### src/rtl/alu_pkg.sv
// alu_pkg: shared alu control words ({zx,nx,zy,ny,f,no} bit order) and multiplier FSM states.
package alu_pkg;
  localparam logic [5:0] ALU_CTL_ADD  = 6'b000010;
  localparam logic [5:0] ALU_CTL_ZERO = 6'b101010;
  localparam logic [5:0] ALU_CTL_ZY   = 6'b001000;
  typedef enum logic [1:0] {S_IDLE, S_ADD, S_DBL, S_DONE} mul_state_t;
endpackage

### src/rtl/alu_mul_seq_if.sv
// alu_mul_seq_if: start/done request bus between the CPU side and the multiplier.
interface alu_mul_seq_if;
  logic        start;
  logic [15:0] a;
  logic [15:0] b;
  logic        ready;
  logic        done;
  logic [15:0] product;
  logic        zr;
  logic        ng;
  modport master (output start, a, b, input ready, done, product, zr, ng);
  modport slave (input start, a, b, output ready, done, product, zr, ng);
endinterface

### src/rtl/alu_mul_seq_alu.sv
// alu: combinational Hack-style 16-bit alu driven by {zx,nx,zy,ny,f,no}.
module alu (
  input  logic [15:0] x,
  input  logic [15:0] y,
  input  logic        zx,
  input  logic        nx,
  input  logic        zy,
  input  logic        ny,
  input  logic        f,
  input  logic        no,
  output logic [15:0] out,
  output logic        zr,
  output logic        ng
);
  logic [15:0] xz, xn, yz, yn, fo;
  always_comb begin
    xz  = zx ? 16'h0 : x;
    xn  = nx ? ~xz : xz;
    yz  = zy ? 16'h0 : y;
    yn  = ny ? ~yz : yz;
    fo  = f ? xn + yn : xn & yn;
    out = no ? ~fo : fo;
    zr  = out == 16'h0;
    ng  = out[15];
  end
endmodule

### src/rtl/alu_mul_seq.sv
// alu_mul_seq: shift-and-add 16x16 -> 16 multiplier sequencing a private alu.
// Define MUL_EARLY_EXIT_EN to skip zero multiplier bits and stop once the multiplier is exhausted.
module alu_mul_seq
  import alu_pkg::*;
#(
  parameter int W     = 16,
  parameter int ITERS = 16
) (
  input  logic             clk,
  input  logic             rst_n,
  alu_mul_seq_if.slave     bus
);
  mul_state_t state, nxt;
  logic [W-1:0] acc, mcand, mplier, x, y, out, product;
  logic [3:0] cnt;
  logic [5:0] ctl;
  logic done, zr, ng, alu_zr, alu_ng, last;
  assign last = cnt == 4'(ITERS - 1);
  // DONE reuses the alu as a pass-through (acc + 0) so its zr/ng flags register with product
  always_comb begin
    x   = state == S_DBL ? mcand : acc;
    y   = mcand;
    ctl = state == S_ADD  ? (mplier[0] ? ALU_CTL_ADD : ALU_CTL_ADD | ALU_CTL_ZY) :
          state == S_DBL  ? ALU_CTL_ADD :
          state == S_DONE ? ALU_CTL_ADD | ALU_CTL_ZY : ALU_CTL_ZERO;
  end
  alu u_alu (
    .x(x), .y(y),
    .zx(ctl[5]), .nx(ctl[4]), .zy(ctl[3]), .ny(ctl[2]), .f(ctl[1]), .no(ctl[0]),
    .out(out), .zr(alu_zr), .ng(alu_ng)
  );
  always_comb begin
    nxt = state;
    unique case (state)
`ifdef MUL_EARLY_EXIT_EN
      S_IDLE: nxt = !bus.start ? S_IDLE : bus.b == '0 ? S_DONE : bus.b[0] ? S_ADD : S_DBL;
      S_DBL:  nxt = (mplier[W-1:1] == '0 || last) ? S_DONE : mplier[1] ? S_ADD : S_DBL;
`else
      S_IDLE: nxt = bus.start ? S_ADD : S_IDLE;
      S_DBL:  nxt = last ? S_DONE : S_ADD;
`endif
      S_ADD:  nxt = S_DBL;
      S_DONE: nxt = S_IDLE;
      default: nxt = S_IDLE;
    endcase
  end
  always_ff @(posedge clk or negedge rst_n) begin
    if (!rst_n) begin
      state   <= S_IDLE;
      acc     <= '0;
      mcand   <= '0;
      mplier  <= '0;
      cnt     <= '0;
      product <= '0;
      zr      <= 1'b1;
      ng      <= 1'b0;
      done    <= 1'b0;
    end else begin
      state <= nxt;
      done  <= state == S_DONE;
      unique case (state)
        S_IDLE: if (bus.start) begin
          acc    <= '0;
          mcand  <= bus.a;
          mplier <= bus.b;
          cnt    <= '0;
        end
        S_ADD: acc <= out;
        S_DBL: begin
          mcand  <= out;
          mplier <= mplier >> 1;
          cnt    <= cnt + 4'd1;
        end
        S_DONE: begin
          product <= out;
          zr      <= alu_zr;
          ng      <= alu_ng;
        end
        default: ;
      endcase
    end
  end
  assign bus.ready   = state == S_IDLE;
  assign bus.done    = done;
  assign bus.product = product;
  assign bus.zr      = zr;
  assign bus.ng      = ng;
endmodule
### src/flat_wrapper.sv
// flat-port wrapper written by rule: the top's interface ports become plain ports
module alu_mul_seq_flat import alu_pkg::*;
#(
  parameter int W     = 16,
  parameter int ITERS = 16
)
  (clk, rst_n, bus_start, bus_a, bus_b, bus_ready, bus_done, bus_product, bus_zr, bus_ng);
  alu_mul_seq_if bus_i ();
  input  logic clk;
  input  logic rst_n;
  input wire logic [$bits(bus_i.start)-1:0] bus_start;
  input wire logic [$bits(bus_i.a)-1:0] bus_a;
  input wire logic [$bits(bus_i.b)-1:0] bus_b;
  output wire logic [$bits(bus_i.ready)-1:0] bus_ready;
  output wire logic [$bits(bus_i.done)-1:0] bus_done;
  output wire logic [$bits(bus_i.product)-1:0] bus_product;
  output wire logic [$bits(bus_i.zr)-1:0] bus_zr;
  output wire logic [$bits(bus_i.ng)-1:0] bus_ng;
  assign bus_i.start = bus_start;
  assign bus_i.a = bus_a;
  assign bus_i.b = bus_b;
  assign bus_ready = bus_i.ready;
  assign bus_done = bus_i.done;
  assign bus_product = bus_i.product;
  assign bus_zr = bus_i.zr;
  assign bus_ng = bus_i.ng;
  alu_mul_seq #(.W(W), .ITERS(ITERS)) u_core (.clk(clk), .rst_n(rst_n), .bus(bus_i));
endmodule
### config.mk
export PLATFORM = sky130hd
export DESIGN_NAME = alu_mul_seq_flat
export DESIGN_NICKNAME = d
export VERILOG_FILES = /design/src/rtl/alu_pkg.sv /design/src/rtl/alu_mul_seq_if.sv /design/src/rtl/alu_mul_seq_alu.sv /design/src/rtl/alu_mul_seq.sv /design/src/flat_wrapper.sv
export SDC_FILE = /design/constraint.sdc
export NUM_CORES = 1
export LEC_CHECK = 0
export ABC_AREA = 0
export CAP_MARGIN = 25
export CORE_ASPECT_RATIO = 0.9
export CORE_UTILIZATION = 50
export DETAILED_ROUTE_END_ITERATION = 7
export PLACE_DENSITY = 0.82
export REMOVE_ABC_BUFFERS = 1
export SYNTH_ARGS = -nofsm -noshare
export SYNTH_HDL_FRONTEND = slang
export SYNTH_SLANG_ARGS = --single-unit
### constraint.sdc
create_clock -name clk -period 3.35 [get_ports clk]
set_clock_uncertainty 0.2 [all_clocks]
set_input_delay 0.67 -clock clk [delete_from_list [all_inputs] [get_ports clk]]
set_output_delay 0.67 -clock clk [all_outputs]
set_load 0.03 [all_outputs]
==> out/metrics.csv <==
stage;metric;value;unit
critical_path;crit path cell chain;nor2b_4 -> buf_12 -> a22o_1 -> ha_1 -> fa_2 -> a21o_1 -> and4_1 -> o2111ai_1 -> and3_4 -> and4_4 -> o2111a_1 -> a22o_1;
timing;normalized max-slew margin;0.399;
critical_path;FF-to-FF path depth;12;
timing;Hold Violations, Final;0;
synthesis;mapped cell area;0.00419;sq mm
drt;wirelength, routed;10800;um
synthesis;Yosys reg bits;72;
floorplan;total core area;0.00807;sq mm
cells_and_area;Layout area overhead;27.2;%
drt;Via density;6.07;
critical_path;crit path launch type;register;
cells_and_area;layout cells sized above 1;0.163;
floorplan;initial core utilization;0.519;
critical_path;WP data required;3.46;ns
synthesis;top_reg_cell synth;dfrtp_1;
synthesis;post-synth top area cell;dfrtp_1;
clock_network;htree depth;3;
drt;final antenna-violating net count;0;
min_path;Worst Hold Class;in2async;
place;global placement routability congestion;0.880;
cells_and_area;Reg area;0.00180;sq mm
synthesis;syn avg cell area;9.32;sq um
critical_path;critical path peak fanout;20;
clock_network;Clk Latency, worst-skew pair;0.36;ns
clock_network;Worst-path clk slew;0.09;ns
power_and_ir_drop;VDD IR max;0.484;mV
synthesis;Seq/Total Area, Yosys;0.431;
global_routing;first-pass GRT wire length;17100;um
cells_and_area;Fill cells;670;
timing;Tcrit/Tclk final;0.965;
timing;f_max;309;MHz
critical_path;R2R Setup Slk;0.12;ns
global_routing;Total GRT Usage;0.254;
drt;via count;3731;
global_routing;initial antenna violation count;0;
cells_and_area;area of the multi-input gates;0.00240;sq mm
critical_path;crit path max-delay cell type;dfrtp_1;
critical_path;Most common cell on crit path;a22o_1;
timing;setup violators final;0;
synthesis;top cells by area, synth;dfrtp_1 42%, o21ai_0 6.7%, nand2_1 5.7%;
place;Detailed Place HPWL;7360;um
power_and_ir_drop;P_leak;2.32;nW
global_routing;largest net degree at the start of global routing;73;
critical_path;slowest stage delay, CP;0.41;ns
drt;DR DRC count;0;
floorplan;die width;98.4;um
critical_path;WP data arrival;3.34;ns
outcome;status;complete, no violations;
critical_path;kind of cell adding the most delay to the critical path;compound AO/OA/AOI/OAI gates;
floorplan;# rows;31;
synthesis;Synth top area share;0.425;
critical_path;endpoint class of the critical path;register;
cells_and_area;Post-Route Utilization;0.660;
synthesis;Synth async-reset ratio;1.00;
critical_path;Crit. Startpoint;u_core.state[1];
clock_network;Root Buffer;clkbuf_8;
timing;Setup Total Neg Slack;0;ns
clock_network;clock buffer depth;2;
critical_path;R2R Path Start;u_core.state[1];
cells_and_area;Nets;563;
synthesis;Yosys cell types;58;
synthesis;number of flops mapped to enable cells by yosys;0;
floorplan;Die H;88.8;um
drt;DR iter-0 viols;272;
run;maxcap violations;0;
synthesis;Cells after Synth;449;
place;Port Buf Inserts;54;
critical_path;Crit path buffers/inverters;1;
power_and_ir_drop;PD cells;953;mW/mm^2
critical_path;Setup CP Type;reg2reg;
global_routing;vias in the first global route;3497;
timing;Slew Limit Fails;0;
global_routing;Remaining Overflow, GRT;0;
timing;Tightest Pin Transition;0.902;ns
synthesis;most frequent cell after synthesis;dfrtp_1;
power_and_ir_drop;Total Power;5.07;mW
cells_and_area;diode count;0;
critical_path;R2R Path End;u_core.bus.zr;
clock_network;number of clock sinks;72;
synthesis;synth cell count leaders;71 x dfrtp_1, 63 x nand2_1, 56 x o21ai_0;
drt;drt wl/cell;17.6;um
clock_network;CTS tree;built;
floorplan;IO Pins;55;
clock_network;Hold-fix buffers, CTS;0;
drt;Pre-Repair DR Iteration Count;7;
synthesis;Yosys warnings;0;
timing;min cycle time layout;3.23;ns
floorplan;DIE AREA;0.00874;sq mm
clock_network;CTS buffer count;9;
timing;hold_ws;0.118;ns
## report_power, final
group	total, mW	internal (mW)	switching, mW
Combinational	2.95	1.27	1.68
Clock	0.660	0.296	0.363
Sequential	1.46	1.22	0.240
## worst max path at each step
stage                         end  depth (start not counted)
CTS                 u_core.bus.zr                         12
floorplan           u_core.bus.zr                         11
global route        u_core.bus.zr                         15
detailed placement  u_core.bus.zr                         13
global placement    u_core.bus.zr                         12
finish              u_core.bus.zr                         12
## cells in the final DEF, fill, tap and decap left out, types with 3 or more instances in the layout
cell and instances:
nand2_1 63, o22ai_1 14, o211a_1 3, o211ai_1 3
buf_4 23, ha_4 4, nor2b_1 14, a22o_1 15
buf_12 3, nand4_1 3, nor2_1 16, xor2_1 5
nor2b_4 3, nand3_1 7, ha_1 10, or2_2 3
and3_1 4, mux2i_1 18, a22oi_1 13, nand2b_1 3
a21o_1 10, dfrtp_1 71, nor3_1 7, o21ai_0 55
inv_1 4, clkdlybuf4s50_1 53, o2111ai_1 4, a21oi_1 12
clkbuf_8 10
## logic make-up after synthesis
group,Yosys count,synth area share
AOI/OAI and AO/OA,155,0.251
DFF,72,0.431
buffers and inverters,36,0.0356
muxes,20,0.0484
xor gates and xnor gates,7,0.0146
adders and majority gates,17,0.0526
and+or+nand+nor,142,0.167
## routing by layer
layer / track usage / share of wire / wire length (um) / up-vias
met5: 0 / 0 / 0 / -
met2: 0.411 / 0.47 / 5050 / 120
met3: 0.0482 / 0.053 / 573 / 19
li1: - / - / - / 1782
met4: 0.104 / 0.024 / 258 / 0
met1: 0.340 / 0.46 / 4940 / 1810
## sequential cells by signal (all words and copies together) (netlist names)
| name | cells |
|---|---|
| u_core.acc | 16 |
| u_core.mcand | 16 |
| u_core.mplier | 16 |
| u_core.bus.product | 15 |
| u_core.cnt | 4 |
| u_core.state | 2 |
| u_core.bus.done | 1 |
| u_core.bus.ng | 1 |
| u_core.bus.zr | 1 |
## cell type report
type                            count  share of cell area
Clock buffer                       10              0.0259
Clock inverter                      6             0.00940
Inverter                            6             0.00423
Multi-Input combinational cell    341               0.451
Sequential cell                    72               0.339
Tap cell                           99              0.0233
Timing Repair Buffer               81               0.147
## repair_timing
item / in CTS / in global routing
resized for setup: 2 / 29
setup endpoints to repair: 1 / 14
setup buffers: 0 / 7
pin swaps: 0 / 11
## through the flow
| step | cell area [sq um] | setup WS, ns | instances |
|---|---|---|---|
| 6_report | 5320 | 0.116 | 615 |
| 5_1_grt | 5320 | -0.0521 | 615 |
| 4_1_cts | 5110 | 0.0502 | 608 |
| 3_5_place_dp | 4920 | 0.0108 | 592 |
| 3_3_place_gp | 4900 | 0.0123 | 591 |
| 2_1_floorplan | 4060 | -1.74 | 419 |
No activity file was read; power rests on OpenSTA's default activity.
